### src/rtl/flop_array_pkg.sv
// Shared types and helpers for the flop-array write port and read-side checks.
package flop_array_pkg;

  typedef enum logic {
    FA_INIT = 1'b0,
    FA_IDLE = 1'b1
  } fa_state_t;

  // Widest array the decode helper supports; callers size-cast the result down.
  localparam int unsigned FA_MAX_DEPTH = 1024;

  // One-hot decode of an entry address; all-zero when the address is out of range.
  function automatic logic [FA_MAX_DEPTH-1:0] fa_adr_decode(input logic [31:0] adr,
                                                            input int unsigned depth);
    logic [FA_MAX_DEPTH-1:0] oh;
    oh = '0;
    if (adr < depth) oh = {{(FA_MAX_DEPTH-1){1'b0}}, 1'b1} << adr;
    return oh;
  endfunction

  function automatic logic fa_adr_in_range(input logic [31:0] adr,
                                           input int unsigned depth);
    return adr < depth;
  endfunction

endpackage

### src/rtl/flop_array_entry.sv
// One WIDTH-bit array row with enable and per-bit write mask. No reset.
module flop_array_entry #(
  parameter int unsigned WIDTH = 32
) (
  input  logic             clk,
  input  logic             en,
  input  logic [WIDTH-1:0] din,
  input  logic [WIDTH-1:0] msk,
  output logic [WIDTH-1:0] q
);

  // Masked read-modify-write of the row on enable.
  always_ff @(posedge clk) begin
    if (en) q <= (q & ~msk) | (din & msk);
  end

endmodule

### src/rtl/flop_array_wrport.sv
// Write port for the flop array: valid/ready intake, one register stage,
// one-hot row enable, masked row update and a post-reset init sweep.
module flop_array_wrport
  import flop_array_pkg::*;
#(
  parameter int unsigned     WIDTH    = 32,
  parameter int unsigned     DEPTH    = 32,
  parameter int unsigned     BITDEP   = $clog2(DEPTH),
  parameter logic [WIDTH-1:0] INIT_VAL = '0
) (
  input  logic              clk,
  input  logic              rst_n,
  input  logic              init_req,
  input  logic              wr_vld,
  output logic              wr_rdy,
  input  logic [BITDEP-1:0] wr_adr,
  input  logic [WIDTH-1:0]  wr_din,
  input  logic [WIDTH-1:0]  wr_msk,
  output logic              wr_err,
  output logic              init_done,
  output logic [DEPTH-1:0]  wr_oh,
  output logic [WIDTH-1:0]  mem [0:DEPTH-1]
);

  fa_state_t         state;
  logic [BITDEP-1:0] cnt;
  logic              s1_vld;
  logic [WIDTH-1:0]  s1_din;
  logic [WIDTH-1:0]  s1_msk;
  logic              accept;
  logic [DEPTH-1:0]  adr_oh;
  logic              adr_ok;

  assign accept = wr_vld & wr_rdy;

  // Decode the incoming address; the one-hot is registered at the accept edge.
  always_comb begin
    adr_oh = DEPTH'(fa_adr_decode(32'(wr_adr), DEPTH));
    adr_ok = fa_adr_in_range(32'(wr_adr), DEPTH);
  end

  // Init/idle FSM; wr_rdy and init_done are registered alongside the state.
  always_ff @(posedge clk or negedge rst_n) begin
    if (!rst_n) begin
      state     <= FA_INIT;
      cnt       <= '0;
      wr_rdy    <= 1'b0;
      init_done <= 1'b0;
    end else begin
      case (state)
        FA_INIT: begin
          if (cnt == BITDEP'(DEPTH - 1)) begin
            state     <= FA_IDLE;
            cnt       <= '0;
            wr_rdy    <= 1'b1;
            init_done <= 1'b1;
          end else begin
            cnt <= cnt + 1'b1;
          end
        end
        FA_IDLE: begin
          if (init_req) begin
            state     <= FA_INIT;
            wr_rdy    <= 1'b0;
            init_done <= 1'b0;
          end
        end
        default: state <= FA_INIT;
      endcase
    end
  end

  // Stage-1 control: valid, row one-hot and out-of-range flag.
  always_ff @(posedge clk or negedge rst_n) begin
    if (!rst_n) begin
      s1_vld <= 1'b0;
      wr_oh  <= '0;
      wr_err <= 1'b0;
    end else begin
      s1_vld <= accept;
      wr_oh  <= accept ? adr_oh : '0;
      wr_err <= accept & ~adr_ok;
    end
  end

  // Stage-1 payload; no reset needed since s1_vld qualifies it.
  always_ff @(posedge clk) begin
    if (accept) begin
      s1_din <= wr_din;
      s1_msk <= wr_msk;
    end
  end

  for (genvar i = 0; i < DEPTH; i++) begin : g_row
    logic             hit;
    logic             en;
    logic [WIDTH-1:0] d;
    logic [WIDTH-1:0] m;

    // Sweep wins over a landing write to the same row so the init value sticks.
    always_comb begin
      hit = (state == FA_INIT) && (cnt == BITDEP'(i));
      en  = hit | (s1_vld & wr_oh[i]);
      d   = hit ? INIT_VAL : s1_din;
      m   = hit ? '1 : s1_msk;
    end

    flop_array_entry #(.WIDTH(WIDTH)) u_row (
      .clk (clk),
      .en  (en),
      .din (d),
      .msk (m),
      .q   (mem[i])
    );
  end

endmodule

### config.mk
export PLATFORM = sky130hd
export DESIGN_NAME = flop_array_wrport
export DESIGN_NICKNAME = d
export VERILOG_FILES = /design/src/rtl/flop_array_pkg.sv /design/src/rtl/flop_array_entry.sv /design/src/rtl/flop_array_wrport.sv
export SDC_FILE = /design/constraint.sdc
export NUM_CORES = 2
export LEC_CHECK = 0
export BUFFER_PORTS_ARGS = -buffer_cell sky130_fd_sc_hd__buf_2
export CORE_MARGIN = 4
export CORE_UTILIZATION = 25
export CTS_CLUSTER_SIZE = 14
export DETAILED_ROUTE_END_ITERATION = 7
export REMOVE_ABC_BUFFERS = 1
export SLEW_MARGIN = 20
export SYNTH_ARGS = -nofsm -noshare
export SYNTH_HDL_FRONTEND = slang
export SYNTH_SLANG_ARGS = --single-unit
### constraint.sdc
create_clock -name clk -period 7.4 [get_ports clk]
set_clock_uncertainty 0.2 [all_clocks]
set_input_delay 0 -clock clk [delete_from_list [all_inputs] [get_ports clk]]
set_output_delay 0 -clock clk [all_outputs]
set_load 0.02 [all_outputs]
* After elaboration in Yosys (flattened, before gate mapping) *
Cells that the tools add are included.
Widths: inputs -> output; s select.

operators by class
  add/sub/neg operators = 1
  multiplexer cells = 72
  reductions and logical operators = 34
  bitwise logic cells = 194
  eq/ne operators = 33
  shifts and indexed selects = 1

operators with widths
  cell                  count
  $mux 32               65
  $and 32x32->32        64
  $not 32->32           32
  $or 32x32->32         32
  $eq 5x5->1 const B    16
  $eq 5x4->1 const B    8
  $and 1x1->1           33
  $logic_and 1x1->1     32
  $or 1x1->1            32
  $shl 1x5->32 const A  1
  $eq 5x3->1 const B    4
  $eq 5x2->1 const B    2
  $add 5x1->5 const B   1
  $eq 5x1->1 const B    1
  $logic_not 5->1       1
  $mux 5                1
  $mux 1                4
  $pmux 1 s2            2
  $ne 2x1->1 const B    1
  $ne 2x2->1 const B    1
  $reduce_and 2->1      1
  $not 1->1             1

storage, ports and cells
  register bits after elaboration = 1128
  logic and storage cells = 374
  output and inout bits = 1059
  input bits = 73

* Depth between registers and ports, before layout *
  word-level depth = 6
  gate-level depth with buffers = 9
  mapped depth without buffers = 6

* Hierarchy *
From an unflattened synthesis, not the netlist that was laid out.

unflattened totals
  cells, all modules = 4893
  area total of the unflattened synthesis = 57333.7 µm²

modules (own cells, without submodules)
  module             times used  seq. area each (µm²)  cells an instance  area an instance (µm²)
  flop_array_entry   32          960.9                 67                 1216.2
  flop_array_wrport  1           2922.8                2749               18416.4

* Worst setup path after synthesis *
No wires, ideal clock.

  kind = flip-flop to flip-flop
  from = reg, netlist name init_done
  to = reg s1_din[0], enable pin
  period minus slack after synthesis = 2.691 ns
  stages on the path, launching flop included = 2
  setup time = 0.429 ns
  buffers on the path = 0
  path slack = 4.709 ns
  arrival time = 2.061 ns
  cell sequence = dfrtp_1 -> and2_1

RTL lines
  element               line                     source
  end signal, assigned  flop_array_wrport.sv:89  s1_din <= wr_din;
  end, declared         flop_array_wrport.sv:28  logic [WIDTH-1:0] s1_din;

==> impl_summary.txt <==
----------------------------------------------------
[Run status]
  Result of the run ... finished clean

[Worst setup path]
  Largest delay share family, worst path ... simple AND/OR/NAND/NOR gates
  Startpoint of the worst-slack reg-to-reg timing path ... cnt[4]
  Register-to-Register Setup Slack ... 4.42 ns
  CP Capture Type ... flip-flop
  Buf+Inv Stages, Crit Path ... 0
  Data required time of the worst path ... between 7 and 8 ns
  Cell with the biggest individual delay on the critical path ... nor2_8
  Critical Path Source Type ... flip-flop
  CP max FO ... 64
  Setup crit start ... cnt[4]
  Setup CP Type ... flip-flop to flip-flop
  Delay of the slowest critical-path stage ... about 0.84 ns
  Cells along the critical path ... or3b_1 > nor2_8 > a21o_1
  CP Data Arrival Time ... between 3 and 4 ns

[CTS]
  TritonCTS sink count ... roughly 1100
  # Post-CTS Setup Buffers ... 0
  Max H-tree Level ... 4
  Clock slew at reported path FFs ... roughly 0.06 ns
  Number of CTS-inserted buffers ... 133
  Clock tree buffer depth ... 3
  Insertion delay to the later sink of the worst-skew pair ... roughly 0.78 ns
  Root Buffer ... clkbuf_16
  Clock tree from TritonCTS ... done

[Finish]
  Area used by multi-input combinational logic ... 15290 um^2
  Post-Route Utilization ... about a third
  Area added between synthesis and finish ... 26.83%
  Proportion of layout cells with a drive suffix above 1 ... between 20% and 30%
  Combined flip-flop and latch cell area ... approximately 34000 um^2
  Non-filler instance count after layout ... 7974
  Number of nets in the layout ... 5203
  Non-Filler Cell Area, Final ... about 65000 um^2
  Fill cell total of the finished layout ... 20310

[Logic synthesis]
  Library cells used by synthesis ... 35
  Sequential element share of the synthesized area ... between 60% and 70%
  Dominant cell type by area after synthesis ... edfxtp_1
  Most used standard cell by instance count after synthesis ... edfxtp_1
  Post-synth ARST share ... 3.546%
  Fraction of synthesized cell area taken by the top area cell type ... between 60 and 70%
  Average footprint of a synthesized cell ... between 10 and 15 um^2
  Top FF cell, synth ... edfxtp_1
  Most common library cells after synthesis ... 1088 x edfxtp_1, 772 x nor2b_1, 768 x a21o_1
  EDFF count, synth ... 1088
  Yosys warning total ... 0
  Flops & latches, synth ... approximately 1100
  Post-Synthesis Cells ... approximately 4100
  Cell types occupying the most area after synthesis ... edfxtp_1 64%, a21o_1 11%, nor2b_1 9.5%
  Cell area after synthesis ... about 50000 um^2

[Timing]
  Minimum clock period after layout ... roughly 3 ns
  Final Slew Violations ... 0
  Endpoints failing setup ... 0
  Min setup slack post-route ... roughly 4.4 ns
  Setup Total Neg Slack ... 0 ns
  Achievable Freq ... roughly 0.34 GHz
  Unrepaired setup endpoints after global routing ... false
  Final hold viol count ... 0
  Part of the cycle the worst path needs ... 40.32%
  Relative slew margins ... roughly 23%
  Pin slew with the least headroom to its limit ... 1.153 ns
  Final hold slack ... about 0.23 ns

[Pwr]
  Sequential cell fraction of total power ... 43.2%
  Portion of total power attributed to combinational logic ... between 20% and 30%
  Switching power as a share of total power ... between 30% and 40%
  Total power ... around 19 mW
  Internal cell power ... between 10 and 15 mW
  Worst voltage drop across the vdd grid ... ~0.00022 V
  Cell leakage power ... ~32 nW
  Net switching component of the power ... between 6 and 7 mW
  Power density over cell area ... 291.9 nW/um^2
  Clk network pwr share ... approximately a third

[Floorplanning]
  Number of top-level pins ... 1132
  Die W ... 459.8 um
  Num rows ... ~170
  Chip height ... 459.8 um
  Area of the die ... 211400 um^2
  Starting density of the core ... about a quarter
  Area of the placeable core ... around 200000 um^2

[Global route]
  Routing usage on met1 ... between 20 and 30%
  Most used routing layer ... met2
  Via count of the first global-routing pass ... 36270
  Pin count of the biggest net entering global routing ... 66
  Met3 usage ... 8.402%
  Leftover overflow at the end of global routing ... 0
  Antenna violations before repair ... 54
  Global routing usage summed across all routing layers ... a little under a quarter
  Routing usage on met2 ... 34.68%
  First-pass GRT wire length ... 322.7 mm

[Drt]
  Via Count ... about 40000
  Vias/cell ... around 4.9
  Number of DRC violations after detailed-routing iteration 0 ... 6685
  Wirelength, routed ... about 250 mm
  Post-DRT Antenna Nets ... 0
  DRC violation count after routing ... 0
  Wire length per cell ... 31.34 um
  Detailed-router iteration count before antenna repair ... 6

[Placed design]
  Post-DP HPWL ... between 150 and 200 mm
  Inst Count DP ... 7513
  Placed instance area ... 58870 um^2
  Worst slack, placed ... 4.253 ns
  Buffers added on ports ... 1130
  RD Place Congestion ... 0.7940

[Min path]
  Min-delay src ... wr_adr[0]
  Worst hold path class ... input port to flip-flop

[Run]
  MaxCap Viol Count ... 0

----------------------------------------------------
==> layer usage <==
metal / vias to the layer above / routed length, um
li1: 16040 / -
met1: 19530 / 93080
met2: 3321 / 110900
met3: 565 / 33990
met4: 0 / 11960
met5: - / 0
==> power by group through the flow <==
stage	Clock [mW]	Sequential (mW)	Combinational, mW
after floorplan	0	8.95	1.61
after global placement	0	8.28	4.07
after detailed placement	0	8.29	4.18
after CTS	6.54	8.16	4.24
after global routing	6.79	8.20	4.50
final	6.44	8.16	4.29
==> repair_timing <==
action	4_1_cts	5_1_grt
setup endpoints to repair	0	0
hold buffers	147	0
endpoints found under the hold margin	203	0
resized for setup	0	0
==> cells by family after synthesis <==
kind of cell | synth area share, %
buf+inv | 4.291
simple gates | 18.15
other cells | 0.007349
compound gates | 11.35
fa+ha+maj | 0.1471
flops | 65.99
mux | 0.06375
==> worst min-delay path, delay by kind of cell <==
family	cells	cell delay [ns]
buf+inv	3	0.96
simple gates	2	0.19
==> placed cells by master, fill, tap and decap left out, drive strengths merged, types with 8 or more instances in the layout <==
| master | n |
|---|---|
| nand2b | 8 |
| and2 | 289 |
| diode | 74 |
| a21o | 768 |
| nand2 | 528 |
| inv | 18 |
| edfxtp | 1088 |
| dlygate4sd3 | 147 |
| nand3 | 9 |
| clkbuf | 164 |
| clkinv | 53 |
| buf | 1249 |
| nor2b | 772 |
| dfrtp | 40 |
| nor2 | 59 |
==> layout make-up <==
class / count / share of cell area, %
Sequential cell: 1128 / 52.03
Inverter: 4 / 0.02320
Multi-Input combinational cell: 2461 / 23.62
Clock inverter: 75 / 1.023
Timing Repair Buffer: 1396 / 12.46
Tap cell: 2672 / 5.166
Clock buffer: 164 / 5.388
Antenna cell: 74 / 0.2861
==> path summary, 6_finish.rpt <==
check                                  to  cells past startpoint
worst max-delay path            flip-flop                      3
worst min-delay path            wr_oh[23]                      5
worst max register to register  flip-flop                      3
worst min register to register  flip-flop                      1
max in group asynchronous       wr_oh[19]                      4
min in group asynchronous       wr_oh[23]                      4
Note: power is estimated with default switching activity, not from simulation.
